File: src/rtl/zilla_pkg.sv
// Shared Zilla core constants used by the fetch path.
package zilla_pkg;

   localparam int PC_WIDTH          = 20;
   localparam int INSTRUCTION_WIDTH = 32;
   localparam int FETCH_BUF_DEPTH   = 4;

   localparam logic [PC_WIDTH-1:0] BOOT_ADDR = 20'h8100;

   typedef struct packed {
      logic [INSTRUCTION_WIDTH-1:0] instr;
      logic [PC_WIDTH-1:0]          pc;
   } fetch_entry_t;

endpackage

File: src/rtl/zilla_fetch_fifo.sv
// Generic synchronous FIFO with flush, occupancy count and full/empty flags.
module zilla_fetch_fifo #(
   parameter int WIDTH = 52,
   parameter int DEPTH = 4,
   localparam int AW   = $clog2(DEPTH)
) (
   input  logic             i_clk,
   input  logic             i_rst_n,
   input  logic             i_push,
   input  logic [WIDTH-1:0] i_push_data,
   input  logic             i_pop,
   input  logic             i_flush,
   output logic [WIDTH-1:0] o_rd_data,
   output logic [AW:0]      o_count,
   output logic             o_full,
   output logic             o_empty
);

   logic [WIDTH-1:0] r_mem [DEPTH];
   logic [AW-1:0]    r_wr_ptr;
   logic [AW-1:0]    r_rd_ptr;
   logic [AW:0]      r_count;
   logic             w_pop;

   assign w_pop = i_pop & ~o_empty;

   // Storage is cleared on reset so the head reads as zero before the first push.
   always_ff @(posedge i_clk or negedge i_rst_n) begin
      if (!i_rst_n) begin
         r_wr_ptr <= '0;
         r_rd_ptr <= '0;
         r_count  <= '0;
         for (int i = 0; i < DEPTH; i++) begin
            r_mem[i] <= '0;
         end
      end else if (i_flush) begin
         r_wr_ptr <= '0;
         r_rd_ptr <= '0;
         r_count  <= '0;
      end else begin
         if (i_push) begin
            r_mem[r_wr_ptr] <= i_push_data;
            r_wr_ptr        <= r_wr_ptr + 1'b1;
         end
         if (w_pop) begin
            r_rd_ptr <= r_rd_ptr + 1'b1;
         end
         case ({i_push, w_pop})
            2'b10:   r_count <= r_count + 1'b1;
            2'b01:   r_count <= r_count - 1'b1;
            default: r_count <= r_count;
         endcase
      end
   end

   assign o_rd_data = r_mem[r_rd_ptr];
   assign o_count   = r_count;
   assign o_full    = (r_count == (AW+1)'(DEPTH));
   assign o_empty   = (r_count == '0);

endmodule

File: src/rtl/zilla_fetch_buffer.sv
// Fetch buffer: issues imem reads, captures fixed-latency responses and queues
// them with their PCs for decode; stalls PC-update when the queue would overflow.
module zilla_fetch_buffer
   import zilla_pkg::*;
#(
   parameter int PC_WIDTH          = zilla_pkg::PC_WIDTH,
   parameter int INSTRUCTION_WIDTH = zilla_pkg::INSTRUCTION_WIDTH,
   parameter int DEPTH             = zilla_pkg::FETCH_BUF_DEPTH
) (
   input  logic                         z_clk,
   input  logic                         z_rst,
   input  logic [PC_WIDTH-1:0]          instr_read_addr_i,
   input  logic                         instr_read_enable_i,
   input  logic                         flush_i,
   output logic [PC_WIDTH-1:0]          imem_addr_o,
   output logic                         imem_req_o,
   input  logic [INSTRUCTION_WIDTH-1:0] imem_rdata_i,
   output logic                         instr_valid_o,
   output logic [INSTRUCTION_WIDTH-1:0] instr_o,
   output logic [PC_WIDTH-1:0]          instr_pc_o,
   input  logic                         instr_ready_i,
   output logic                         stall_valid_o
);

   localparam int AW = $clog2(DEPTH);
   localparam int EW = INSTRUCTION_WIDTH + PC_WIDTH;

   logic                r_inflight;
   logic [PC_WIDTH-1:0] r_inflight_pc;

   logic [AW:0]         w_count;
   logic                w_full;
   logic                w_empty;
   logic [EW-1:0]       w_head;
   logic [AW+1:0]       w_occupancy;
   logic                w_stall;
   logic                w_req;
   logic                w_push;
   logic                w_pop;

   // Occupancy includes the in-flight fetch so its slot is reserved before data returns.
   assign w_occupancy = {1'b0, w_count} + {{(AW+1){1'b0}}, r_inflight};
   assign w_stall     = (w_occupancy >= (AW+2)'(DEPTH));

   assign w_req  = instr_read_enable_i & ~w_stall & ~flush_i;
   assign w_push = r_inflight & ~flush_i;
   assign w_pop  = ~w_empty & instr_ready_i & ~flush_i;

   always_ff @(posedge z_clk or negedge z_rst) begin
      if (!z_rst) begin
         r_inflight    <= 1'b0;
         r_inflight_pc <= '0;
      end else begin
         r_inflight <= w_req;
         if (w_req) begin
            r_inflight_pc <= instr_read_addr_i;
         end
      end
   end

   zilla_fetch_fifo #(
      .WIDTH (EW),
      .DEPTH (DEPTH)
   ) u_fifo (
      .i_clk       (z_clk),
      .i_rst_n     (z_rst),
      .i_push      (w_push),
      .i_push_data ({imem_rdata_i, r_inflight_pc}),
      .i_pop       (w_pop),
      .i_flush     (flush_i),
      .o_rd_data   (w_head),
      .o_count     (w_count),
      .o_full      (w_full),
      .o_empty     (w_empty)
   );

   a_no_overflow: assert property (@(posedge z_clk) disable iff (!z_rst) !(w_push && w_full));

   assign imem_addr_o   = instr_read_addr_i;
   assign imem_req_o    = w_req;
   assign stall_valid_o = w_stall;
   assign instr_valid_o = ~w_empty;
   assign {instr_o, instr_pc_o} = w_head;

endmodule

File: config.mk
export PLATFORM = sky130hd
export DESIGN_NAME = zilla_fetch_buffer
export DESIGN_NICKNAME = d
export VERILOG_FILES = /design/src/rtl/zilla_pkg.sv /design/src/rtl/zilla_fetch_fifo.sv /design/src/rtl/zilla_fetch_buffer.sv
export SDC_FILE = /design/constraint.sdc
export NUM_CORES = 1
export LEC_CHECK = 0
export CAP_MARGIN = 10
export CORE_UTILIZATION = 45
export CTS_BUF_LIST = sky130_fd_sc_hd__clkbuf_4 sky130_fd_sc_hd__clkbuf_8
export DETAILED_ROUTE_END_ITERATION = 10
export PLACE_DENSITY = 0.7
export SETUP_SLACK_MARGIN = 0.2
export SYNTH_ARGS = -nofsm -noshare
export SYNTH_HDL_FRONTEND = slang
export SYNTH_HIERARCHICAL = 1
export SYNTH_SLANG_ARGS = --single-unit
File: constraint.sdc
create_clock -name z_clk -period 2.45 [get_ports z_clk]
set_input_delay 0.6125 -clock z_clk [delete_from_list [all_inputs] [get_ports z_clk]]
set_output_delay 0.6125 -clock z_clk [all_outputs]
set_load 0.05 [all_outputs]
### After elaboration in Yosys (flattened, before gate mapping)

Cells that the tools add are included.

| word-level totals | value |
|---|---|
| register bits after elaboration | 236 |
| logic and storage cells | 49 |
| output and inout port bits | 75 |
| input port bits | 57 |

| cells by class | value |
|---|---|
| equality and inequality tests | 2 |
| bitwise logic cells | 11 |
| multiplexer cells | 12 |
| reduce and logical (&&, ||, !) cells | 6 |
| $lt $le $gt $ge | 4 |
| add/sub/neg operators | 5 |

Operator list:

| operator | number |
|---|---|
| bitwise mux 208 bit | 1 |
| 2-to-1 mux 52 bit | 3 |
| binary-select mux 52 bit (select 2 bit) | 1 |
| demux 52 bit (select 2 bit) | 1 |
| 2-to-1 mux 2 bit | 4 |
| AND 1 bit | 6 |
| >= comparator 3 bit (second input constant) | 2 |
| inverter 2 -> 3 bit | 2 |
| case mux 3 bit (2 select lines) | 1 |
| adder 2 x 1 -> 2 bit (second input constant) | 2 |
| adder 3 x 1 -> 4 bit | 1 |
| >= comparator 4 x 3 -> 1 bit (second input constant) | 1 |
| nonzero test 2 bit | 2 |
| adder 3 x 1 -> 3 bit (second input constant) | 1 |
| logical NOT 3 bit | 1 |
| < comparator 3 x 1 -> 1 bit (second input constant) | 1 |
| 2-to-1 mux 3 bit | 1 |
| inverter 1 bit | 3 |
| nonzero test 3 bit | 1 |
| subtractor 3 x 1 -> 3 bit (second input constant) | 1 |
| equality test 2 x 1 -> 1 bit (second input constant) | 1 |
| equality test 2 bit (second input constant) | 1 |
| AND reduction 2 bit | 1 |
| logical AND 1 bit | 1 |

### Logic depth before layout (Yosys ltp)

Gate-level depths: netlist of the first run.

| logic depth | value |
|---|---|
| depth after elaboration | 8 |
| depth in mapped cells | 9 |
| depth with buffers taken out | 8 |

### By module

Netlist of the first run, hierarchy kept.

Modules (own cells, without submodules):

| module | cells an instance | instances | sequential area each (sq um) | area an instance (sq um) |
|---|---|---|---|---|
| zilla_fetch_fifo | 555 | 1 | 5380.2 | 10531.4 |
| zilla_fetch_buffer | 71 | 1 | 525.5 | 1043.5 |

### Least setup slack after synthesis of the first run

No wires, ideal clock.

| timing path | value |
|---|---|
| kind | in2reg |
| start | input port flush_i |
| end | register u_fifo.r_count[1] (netlist: u_fifo/o_count[1]) |
| arrival time | 2175 ps |
| path slack | 147 ps |
| buffers on the path | 0 |
| library setup time | 128 ps |
| stages | 7 |
| required time | 2322 ps |
| path through | nor3b_1 > o31ai_2 > nor2_1 > fa_1 > a21o_1 > nand2_1 > a31oi_1 |

| on the way | value |
|---|---|
| cells in the longest elaborated chain, start to end | 6 |
| elaborated cells between the ends (all ways) | 9 |
| classes of those cells | eq/ne (2); mux (2); bitwise (4); reduce/logical (1) |

RTL lines:

| item | RTL line | source |
|---|---|---|
| start: declaration | zilla_fetch_buffer.sv:14 | `input logic flush_i,` |
| inverter 1 bit (no line) | -- |  |
| AND 1 bit | zilla_fetch_buffer.sv:47 | `assign w_pop = ~w_empty & instr_ready_i & ~flush_i;` |
| AND 1 bit | zilla_fetch_fifo.sv:25 | `assign w_pop = i_pop & ~o_empty;` |
| equality test 2 x 1 -> 1 bit / equality test 2 bit (equally long branches) | zilla_fetch_fifo.sv:48 | `case ({i_push, w_pop})` |
| case mux 3 bit (2 select lines) | zilla_fetch_fifo.sv:48 |  |
| 2-to-1 mux 3 bit | zilla_fetch_fifo.sv:36 | `end else if (i_flush) begin` |
| end signal: assignment | zilla_fetch_fifo.sv:49 | `2'b10: r_count <= r_count + 1'b1;` |
| end signal: assignment | zilla_fetch_fifo.sv:50 | `2'b01: r_count <= r_count - 1'b1;` |
| end signal: assignment | zilla_fetch_fifo.sv:51 | `default: r_count <= r_count;` |
| end: declaration | zilla_fetch_fifo.sv:22 | `logic [AW:0] r_count;` |

Parallel ways exist; a longest one is shown, timed or not.
A chain may end at the register's enable or synchronous reset.

### Worst setup path in the final report of the first run

| timing path | value |
|---|---|
| start | register u_fifo.r_rd_ptr[0] |
| end | output port instr_pc_o[14] |

| on the way | value |
|---|---|
| cells in the longest elaborated chain, start to end | 4 |

RTL lines:

| item | RTL line | source |
|---|---|---|
| start: declaration | zilla_fetch_fifo.sv:21 | `logic [AW-1:0] r_rd_ptr;` |
| start signal: assignment | zilla_fetch_fifo.sv:46 | `r_rd_ptr <= r_rd_ptr + 1'b1;` |
| inverter 2 -> 3 bit (implied by the code) | zilla_fetch_fifo.sv:56 | `assign o_rd_data = r_mem[r_rd_ptr];` |
| binary-select mux 52 bit (select 2 bit) | zilla_fetch_fifo.sv:56 |  |
| 2-to-1 mux 52 bit (implied by the code) (2 in series) | zilla_fetch_fifo.sv:56 |  |
| end: declaration | zilla_fetch_buffer.sv:20 | `output logic [PC_WIDTH-1:0] instr_pc_o,` |

No other way between the ends. The select of a mux whose other input is x is not followed.

==> summary.txt, run 1 <==
Timing
  • Worst Tran Pin Value: 0.543 ns
  • Endpoints failing setup: 52
  • Fin. Hold Viols: 0
  • Fin. max-slew vios: 0
  • Rel. slew slack: 0.634
  • Worst hold slack: 0.0272 ns
  • Setup slack after layout: -0.213 ns
  • Unrepaired setup endpoints after global routing: true
  • Clock skew: 0.0290 ns
  • Tmin final: about 2.7 ns
  • Final Cycle Share: 1.09
  • Setup TNS: -8.90 ns
  • Max Fclk: ~380 MHz

Route
  • Drt drc: 0
  • Post-Route WL: around 26000 microns
  • Post-route ant nets: 0
  • Routed wire per std cell: 22.0 microns
  • Routed vias/inst: about 5.3
  • Number of DRC markers in iteration 0: 374
  • DR pass1 iterations: 5
  • Vias: between 6000 and 7000

Power
  • VDD IR-drop max: between 400 and 500 uV
  • PwrDens: about 800 nW/um^2
  • Final Power: between 10000 and 15000 uW
  • Pleak: approximately 0.0074 uW

Global routing
  • Largest net degree at the start of global routing: 71
  • GRT Total Usage: 0.195
  • Vias in the first global route: between 7000 and 8000
  • Antenna violations before repair: 0
  • Grt ovf: 0
  • First-pass GRT wire length: around 40000 microns

Placed design
  • Port-buffer cells: ~130
  • DP HPWL: 16300 microns
  • Routability congestion estimate from global placement: about 0.74
  • DP Cell Count: between 1000 and 1500

Synth
  • Synthesized instance count: between 600 and 700
  • Post-synth net total: approximately 690
  • Mapped cell area: 11600 sq um
  • Synth Warn #: 6
  • Avg Cell Area, Syn: around 19 sq um

Floorplanning
  • Initial Util: 0.459
  • Core Rows: 58
  • Die width: 162 microns
  • Core footprint: 25200 sq um
  • # IOs: 132
  • Die area: between 20000 and 30000 sq um
  • Die height: 162 microns

Setup path
  • Setup crit end kind: primary output
  • WP data arrival: 2.05 ns
  • Type of origin of the critical path: register
  • Critical-path cell list: buf_12 -> buf_12 -> mux4_2 -> buf_6
  • Most frequent CP cell: buf_12
  • Critical path class: register to primary output
  • Worst path slowest cell: mux4_2
  • Worst r2r path cells: 8
  • Worst R2R End: u_fifo/o_count[1]
  • Critical path required time: between 1.5 and 2 ns
  • Reg2reg start: u_fifo/o_count[0]
  • Crit-path max FO: 5
  • Reg2Reg Setup Slack: roughly 0.27 ns
  • Crit-path max cell delay: 0.55 ns

CTS
  • Root Driver: clkbuf_8
  • H-tree Lvls: 2
  • CTS tree: built
  • Post-CTS Hold Buffers: 0
  • CTS sink cnt: around 240
  • CTS clk-pin slew, worst paths: around 0.060 ns
  • Num CTS Buffers: a little over 40
  • Clk_lat worst skew: about 0.55 ns
  • Clock Path Buffers: 3

Final layout
  • Area growth syn-to-layout: 27.8%
  • Cell Count, Final, Fillers Out: around 1200
  • Nets: 862
  • Antenna Cells: 0
  • Footprint of the multi-input gates: 4970 sq um
  • Fillers: 1860
  • FF+latch area: 5910 sq um
  • Fraction of layout instances using a drive strength above 1: 0.605

Outcome
  • Status: finished, violations left
  • Failing checks: setup timing

Min path
  • Hold Path Class: primary input to async pin

Job
  • Max-Cap Viols: 0
metal layers:
layer / vias to the layer above / track usage / part of all wire
met3: 48 / 0.0367 / 0.048
met5: - / 0 / 0
met1: 3244 / 0.265 / 0.44
li1: 2637 / - / -
met2: 184 / 0.321 / 0.49
met4: 0 / 0.0553 / 0.020
area by class of cell:
cell class,count,share of cell area
Sequential cell,236,0.400
Multi-Input combinational cell,327,0.336
Timing Repair Buffer,190,0.172
Clock buffer,67,0.0581
Tap cell,330,0.0279
Clock inverter,6,0.00440
Inverter,4,0.00102
worst max-delay path: cells and delay by family (launching register included):
family                 cells  cell delay (ns)
multiplexers               1             0.55
flip-flops                 1             0.46
buffers and inverters      3             0.48
flip-flops by register name (all words and copies together), names as in the netlist:
signal / count
u_fifo/o_count: 3
r_inflight_pc: 20
u_fifo/r_mem: 208
u_fifo/r_wr_ptr: 2
r_inflight: 1
u_fifo/r_rd_ptr: 2
power by group:
group	switching, uW	total (uW)	internal [uW]
registers	308	4650	4340
logic	1550	3030	1470
clock network	1640	3970	2330
total	3500	11600	8150
cells in the final DEF, fill, tap and decap left out, types with 3 or more instances in the layout:
cell / count
mux4_2: 52
buf_4: 19
ha_1: 4
clkbuf_8: 57
dfrtp_1: 233
buf_12: 52
nor2_1: 11
buf_8: 4
clkdlybuf4s50_1: 54
xnor2_1: 3
clkbuf_16: 5
clkinv_2: 3
buf_6: 53
inv_1: 3
o21ai_0: 3
nand2_8: 4
mux2_2: 9
mux2_4: 219
clkbuf_4: 10
how the worst max path moves through the flow:
stage	to	startpoint	slack, ns	cells past startpoint
final	instr_pc_o[14]	u_fifo/r_rd_ptr[0]	-0.21	4
after detailed placement	u_fifo/r_mem[60]	flush_i	-0.20	6
after CTS	instr_o[11]	u_fifo/r_rd_ptr[0]	-0.23	3
after global placement	u_fifo/r_mem[82]	flush_i	-0.16	6
after global routing	instr_pc_o[14]	u_fifo/r_rd_ptr[0]	-0.26	4
after floorplan	u_fifo/o_count[1]	flush_i	0.30	6
repair_timing:
item / in CTS / in global routing
resized for setup: 63 / 4
pin swaps: 0 / 0
cloned: 0 / 7
buffers inserted: 0 / 5
setup endpoints to repair: 54 / 53
metrics by stage:
stage | cell area, sq um | util | worst slack [ns]
3_5_place_dp | 13400 | 0.534 | -0.197
2_1_floorplan | 11600 | - | 0.301
6_report | 14800 | 0.587 | -0.213
3_3_place_gp | 13400 | 0.534 | -0.164
4_1_cts | 14600 | 0.579 | -0.232
5_1_grt | 14800 | 0.587 | -0.258
No activity file was read; power rests on OpenSTA's default activity.
==> inputs of run 2 (changes only) <==
Settings changed: CAP_MARGIN 10 to 0, CORE_MARGIN set to 2, CTS_CLUSTER_SIZE set to 8.
==> run 2 against run 1 <==
  * Combinational power shrank 2%
  * Via count shrank 0.97%
  * The run still ends with setup timing left
  * Final cell count decreased by 0.34%
  * Power fell by 2.2%
  * First-iteration DRC count is 27% lower
  * Critical path type unchanged
==> summary.txt, run 2 (same netlist as run 1, synthesis figures left out) <==
Outcome
  • Status: finished, violations left
  • Failing checks: setup timing

Timing
  • Worst Tran Pin Value: 0.583 ns (+0.0399 ns)
  • Final Cycle Share: 1.08 (-0.0110)
  • Unrepaired setup endpoints after global routing: true
  • Endpoints failing setup: 52 (unchanged)
  • Setup TNS: -7.54 ns (+1.36 ns)
  • Fin. Hold Viols: 0 (unchanged)
  • Tmin final: 2.64 ns (-0.0269 ns)
  • Max Fclk: 379 MHz (+1.0%)
  • Rel. slew slack: 0.612 (-0.0220)
  • Clock skew: 0.0209 ns (-0.00809 ns)
  • Fin. max-slew vios: 0 (unchanged)
  • Setup slack after layout: -0.186 ns (+0.0269 ns)

Placed design
  • Pre-CTS setup slack: -0.149 ns (+0.0484 ns)
  • DP HPWL: 16600 microns (+1.9%)
  • Routability congestion estimate from global placement: 0.741 (+0.79%)
  • Port-buffer cells: 131 (unchanged)

Setup path
  • WP data arrival: 2.02 ns (-0.03 ns)
  • Critical path class: register to primary output
  • Reg2Reg Setup Slack: 0.32 ns (+0.05 ns)
  • Worst R2R End: u_fifo/o_count[1]
  • Critical path required time: 1.84 ns (about the same)
  • Setup crit start: u_fifo/r_rd_ptr[0]
  • Crit-path max FO: 8 (+3)
  • Critical Path End: instr_pc_o[9]
  • Reg2reg start: u_fifo/o_count[1]
  • Type of origin of the critical path: register
  • Setup crit end kind: primary output
  • Worst r2r path cells: 7 (-1)

Route
  • Post-Route WL: 25000 microns (-2.2%)
  • Wire length on met1: 11200 microns (-1.1%)
  • Highest metal used: met5
  • Post-route ant nets: 0 (unchanged)
  • Met3 WL: 1280 microns (+4.1%)
  • Routed wire per std cell: 21.6 microns (-1.9%)
  • Drt drc: 0 (unchanged)
  • Number of DRC markers in iteration 0: 272 (-27%)
  • Met2 wire length: 12100 microns (-2.8%)
  • DR pass1 iterations: 4 (-1)
  • Vias: 6054 (-0.97%)
  • Routed vias/inst: 5.24 (-0.62%)

CTS
  • Clock Path Buffers: 3 (unchanged)
  • CTS tree: built
  • Clk_lat worst skew: 0.53 ns (-0.02 ns)
  • CTS sink cnt: 236 (unchanged)
  • CTS clk-pin slew, worst paths: 0.06 ns (about the same)
  • Num CTS Buffers: 41 (unchanged)
  • Post-CTS Hold Buffers: 0 (unchanged)
  • H-tree Lvls: 2 (unchanged)
  • Root Driver: clkbuf_8

Global routing
  • Antenna violations before repair: 1 (+1)
  • Vias in the first global route: 7045 (+0.028%)
  • Grt ovf: 0 (unchanged)
  • First-pass GRT wire length: 40300 microns (+0.45%)
  • Largest net degree at the start of global routing: 71 (unchanged)
  • GRT Total Usage: 0.194 (-0.00132)

Floorplanning
  • Die height: 164 microns (+1.2%)
  • # IOs: 132 (unchanged)
  • Core Rows: 58 (unchanged)
  • Initial Util: 0.459 (unchanged)
  • Die area: 27000 sq um (+2.5%)
  • Die width: 164 microns (+1.2%)
  • Core footprint: 25200 sq um (unchanged)

Final layout
  • Final Util: 0.579 (-0.00830)
  • Largest register FFs: 208 (unchanged)
  • Area growth syn-to-layout: 26.0%
  • Most frequent cells in the layout: 233 x dfrtp_1, 219 x mux2_4, 55 x clkbuf_8
  • Most common cell after layout, fill and taps aside: dfrtp_1
  • Register with the most flip-flops: u_fifo/r_mem
  • Antenna Cells: 0 (unchanged)
  • Fraction of layout instances using a drive strength above 1: 0.604 (-0.000703)
  • Nets: 857 (-0.58%)

Power
  • PwrDens: 781 nW/um^2 (-0.85%)
  • Pleak: 0.00730 uW (-1.4%)
  • Final Power: 11400 uW (-2.2%)
  • VDD IR-drop max: 443 uV (-6.0%)

Job
  • Max-Cap Viols: 0 (unchanged)

Min path
  • Hold Path Class: primary input to async pin
## run 2: cell count changes in the layout (fill, tap and decap cells not counted), moves of 2 or more
cell,previous run,this run
clkinv_2,3,5
buf_6,53,48
buf_12,52,48
buf_4,19,29
clkbuf_4,10,13
clkbuf_16,5,1
clkbuf_8,57,55
buf_8,4,1
## run 2: layout make-up
class / count / area (sq um)
clock buffer: 68 / 855
inverter: 4 / 15.0
tap: 330 / 413
fill: 1882 / 10600
timing repair buffer: 185 / 2370
clock inverter: 6 / 32.5
multi-input combinational: 327 / 4980
sequential: 236 / 5910
## run 2: repair_timing
item                       CTS  global route
setup endpoints to repair   54            54
cloned                       2             1
resized for setup           59             2
buffers inserted             4             1
## run 2: through the flow
step / cells / hold slack [ns] / area (sq um)
floorplan: 625 / 0.317 / 11600
global placement: 1074 / 0.483 / 13400
detailed placement: 1074 / 0.490 / 13400
CTS: 1154 / 0.0434 / 14500
global route: 1156 / 0.0540 / 14600
finish: 1156 / 0.0385 / 14600
## run 2: worst min path at each step
stage | endpoint | slack, ns | cells after the start | startpoint
CTS | u_fifo/r_mem[88] | 0.04 | 1 | z_rst
global placement | u_fifo/r_mem[155] | 0.48 | 1 | u_fifo/r_mem[155]
floorplan | r_inflight | 0.32 | 0 | z_rst
finish | u_fifo/r_mem[139] | 0.04 | 1 | z_rst
global route | u_fifo/r_mem[35] | 0.05 | 1 | z_rst
detailed placement | u_fifo/r_mem[75] | 0.49 | 1 | u_fifo/r_mem[75]
## run 2: routing by layer
layer,GRT usage,vias up
met3,0.0449,37
met2,0.312,169
met5,0,-
met4,0.0439,2
li1,-,2626
met1,0.269,3220
## run 2: critical path, cell delays in order (launching register included)
cell and delay (ns):
dfrtp_4 0.48, buf_12 0.12, buf_12 0.13, mux4_2 0.56, buf_6 0.18
## run 2: power by group
| part | internal, uW | leakage [uW] | switching [uW] | total, uW |
|---|---|---|---|---|
| registers | 4340 | 0.00312 | 309 | 4650 |
| clock network | 2200 | 0.000475 | 1550 | 3750 |
| logic | 1440 | 0.00371 | 1540 | 2980 |
==> inputs of run 3 (changes only) <==
Settings changed: ABC_AREA set to 1, PLACE_DENSITY 0.7 to 0.71, SYNTH_HIERARCHICAL 1 to not set.
==> run 3 against run 2 <==
  * The run still ends with setup timing left
  * Clock power fell by 7.7%
  * Area after synthesis fell by 9.6%
  * Global-route usage rose by 2.4 points
  * Critical path type unchanged
  * Largest cell class unchanged
  * Highest routed layer is now met4
==> summary.txt, run 3 <==
Outcome
  • Status: finished, violations left
  • Failing checks: setup timing

Synth
  • Synth Warn #: 0 (-6)
  • Top-count cell post-synth: nand2_1
  • Top cell type's share of synthesized area: 0.565
  • Avg Cell Area, Syn: 9.00 sq um (-51%)
  • Synthesized flop and latch total: roughly 240
  • Synth unique cells: 23
  • Asr flop ratio synth: 1.00
  • Synthesized instance count: 1163 (+86%)
  • Post-synth net total: 1225 (+78%)
  • Mapped cell area: 10500 sq um (-9.6%)
  • Most frequent cells after synthesis: 249 x nand2_1, 236 x dfrtp_1, 210 x o21ai_0, 106 x nor2_1, 96 x o21ai_1
  • Number of synthesized flops with an enable pin: 0
  • Seq/Total Area, Yosys: 0.565
  • Area contributors post-synth: dfrtp_1 56%, o21ai_0 10%, nand2_1 8.9%, o21ai_1 4.6%, nor2_1 3.8%
  • Predominant post-synthesis flop cell: dfrtp_1
  • Yosys top cell by area: dfrtp_1

Final layout
  • Area growth syn-to-layout: 30.1%
  • Most common cell after layout, fill and taps aside: nand2_1
  • FF+latch area: 5910 sq um (about the same)
  • Most frequent cells in the layout: 249 x nand2_1, 234 x dfrtp_1, 166 x o21ai_0
  • Largest register FFs: 208 (unchanged)
  • Final instance area: 13600 sq um (-6.7%)
  • Fillers: 1952 (+3.7%)
  • Register with the most flip-flops: u_fifo.r_mem
  • Nets: 1335 (+56%)
  • Antenna Cells: 0 (unchanged)
  • Cell Count, Final, Fillers Out: 1580 (+37%)
  • Footprint of the multi-input gates: 4050 sq um (-19%)
  • Fraction of layout instances using a drive strength above 1: 0.232 (-0.372)

Setup path
  • WP data arrival: 1.89 ns (-0.13 ns)
  • Critical-path cell list: clkinv_8 -> buf_12 -> clkbuf_16 -> nor2_2 -> o22ai_2 -> buf_6
  • Worst path slowest cell: dfrtp_4
  • Worst r2r path cells: 11 (+4)
  • Setup crit end kind: primary output
  • Cell family with most CP delay: flip-flops
  • Setup crit start: u_fifo.r_rd_ptr[0]
  • Crit-path max cell delay: 0.56 ns (about the same)
  • Reg2reg start: u_fifo.o_count[1]
  • Buffers & Inverters on Critical Path: 4 (+1)
  • Critical path required time: 1.84 ns (about the same)
  • Type of origin of the critical path: register
  • Reg2Reg Setup Slack: 0.62 ns (+0.30 ns)
  • Critical path class: register to primary output
  • Cell depth of the worst setup path: 6 (+2)
  • Crit-path max FO: 5 (-3)
  • Worst R2R End: u_fifo.o_count[2]
  • Critical Path End: instr_pc_o[13]

Timing
  • Rel. slew slack: 0.661 (+0.0494)
  • Unrepaired setup endpoints after global routing: true
  • Worst Tran Pin Value: 0.508 ns (-0.0742 ns)
  • Setup slack after layout: -0.0512 ns (+0.135 ns)
  • Fin. Hold Viols: 0 (unchanged)
  • Fin. max-slew vios: 0 (unchanged)
  • Max Fclk: 400 MHz (+5.4%)
  • Final Cycle Share: 1.02 (-0.0551)
  • Clock skew: 0.0195 ns (-0.00142 ns)
  • Tmin final: 2.50 ns (-0.135 ns)
  • Endpoints failing setup: 24 (-54%)

Global routing
  • GRT Total Usage: 0.218 (+0.0237)
  • Vias in the first global route: 8323 (+18%)
  • Antenna violations before repair: 0 (-1)
  • Largest net degree at the start of global routing: 79 (+11%)
  • Grt ovf: 0 (unchanged)
  • First-pass GRT wire length: 42900 microns (+6.4%)

Power
  • PwrDens: 1330 nW/um^2 (+70%)
  • Final Power: 18000 uW (+58%)
  • Sw Pwr: 7740 uW (+130%)
  • Sequential Power Share: 0.312 (-0.097)
  • Pleak: 0.00644 uW (-12%)
  • Comb pwr share: 0.496 (+0.234)
  • Sw Share: 0.429 (+0.130)
  • Internal: 10300 uW (+29%)
  • Clock power frac: 0.192 (-0.138)
  • VDD IR-drop max: 894 uV (+100%)

Route
  • Routed vias/inst: 5.38 (+2.7%)
  • Routed wire per std cell: 16.8 microns (-22%)
  • Post-route ant nets: 0 (unchanged)
  • Post-Route WL: 26500 microns (+6.2%)
  • Drt drc: 0 (unchanged)
  • Number of DRC markers in iteration 0: 612 (+130%)
  • Vias: 8497 (+40%)
  • DR pass1 iterations: 5 (+1)

CTS
  • CTS tree: built
  • CTS sink cnt: 236 (unchanged)
  • Clk_lat worst skew: 0.52 ns (about the same)
  • Root Driver: clkbuf_8
  • Clock Path Buffers: 3 (unchanged)
  • H-tree Lvls: 2 (unchanged)
  • CTS clk-pin slew, worst paths: 0.06 ns (about the same)
  • Num CTS Buffers: 41 (unchanged)
  • Post-CTS Hold Buffers: 0 (unchanged)

Job
  • Max-Cap Viols: 0 (unchanged)

Floorplanning
  • Initial Util: 0.461 (+0.00131)
  • Die area: 24500 sq um (-9.3%)
  • Die height: 156 microns (-4.8%)
  • Core Rows: 55 (-5.2%)
  • Core footprint: 22700 sq um (-9.8%)
  • Die width: 156 microns (-4.8%)
  • # IOs: 132 (unchanged)

Min path
  • Hold Path Class: primary input to async pin

Placed design
  • DP HPWL: 14600 microns (-12%)
  • Port-buffer cells: 131 (unchanged)
  • Cell Area, Placed: 12300 sq um (-7.9%)
  • DP Cell Count: 1506 (+40%)
  • Routability congestion estimate from global placement: 0.744 (+0.28%)
==> run 3: cells by family after synthesis <==
family                   after synthesis  share of synthesized area
AO/OA/AOI/OAI                        391                      0.205
XOR/XNOR                               1                   0.000837
adder cells (fa/ha/maj)                5                    0.00670
buffers and inverters                166                     0.0886
flip-flops                           236                      0.565
AND/OR/NAND/NOR                      364                      0.135
==> run 3: how the worst min path moves through the flow <==
stage,endpoint,slack (ns),cells after the start
after global routing,u_fifo.r_mem[43],0.05,1
after CTS,u_fifo.r_mem[43],0.04,1
after global placement,u_fifo.r_mem[155],0.46,2
final,u_fifo.r_mem[45],0.04,1
after floorplan,r_inflight,0.32,0
after detailed placement,u_fifo.r_mem[155],0.46,2
==> run 3: layer usage <==
layer	up-vias	share of wire	global-route usage
li1	4071	-	-
met1	4123	0.45	0.301
met2	257	0.48	0.364
met3	46	0.053	0.0316
met4	0	0.017	0.0520
met5	-	0	0
==> run 3: area by class of cell <==
class / count / share of cell area
sequential: 236 / 0.434
multi-input combinational: 761 / 0.297
timing repair buffer: 169 / 0.167
clock buffer: 63 / 0.0564
tap: 285 / 0.0262
inverter: 64 / 0.0186
clock inverter: 2 / 0.000736
==> run 3: metrics by stage <==
step / hold WS [ns] / worst slack, ns / TNS (ns) / utilization
6_report: 0.0405 / -0.0512 / -0.499 / 0.599
2_1_floorplan: 0.317 / 0.354 / 0 / -
4_1_cts: 0.0446 / -0.0853 / -1.37 / 0.592
3_3_place_gp: 0.459 / 0.0867 / 0 / 0.542
3_5_place_dp: 0.463 / 0.0429 / 0 / 0.542
5_1_grt: 0.0539 / -0.107 / -2.92 / 0.599
==> run 3: power groups by stage <==
stage / Clock [uW] / Combinational, uW / Sequential, uW
CTS: 3530 / 8750 / 5580
finish: 3460 / 8950 / 5620
global placement: 0 / 7780 / 5560
global route: 3720 / 9540 / 5740
floorplan: 0 / 5710 / 5450
detailed placement: 0 / 7880 / 5600
==> run 3: what timing repair did <==
| action | 4_1_cts | 5_1_grt |
|---|---|---|
| setup buffers | 1 | 1 |
| gates resized for setup | 97 | 44 |
| pin swaps | 3 | 2 |
| cloned | 4 | 3 |
| setup endpoints to repair | 54 | 54 |
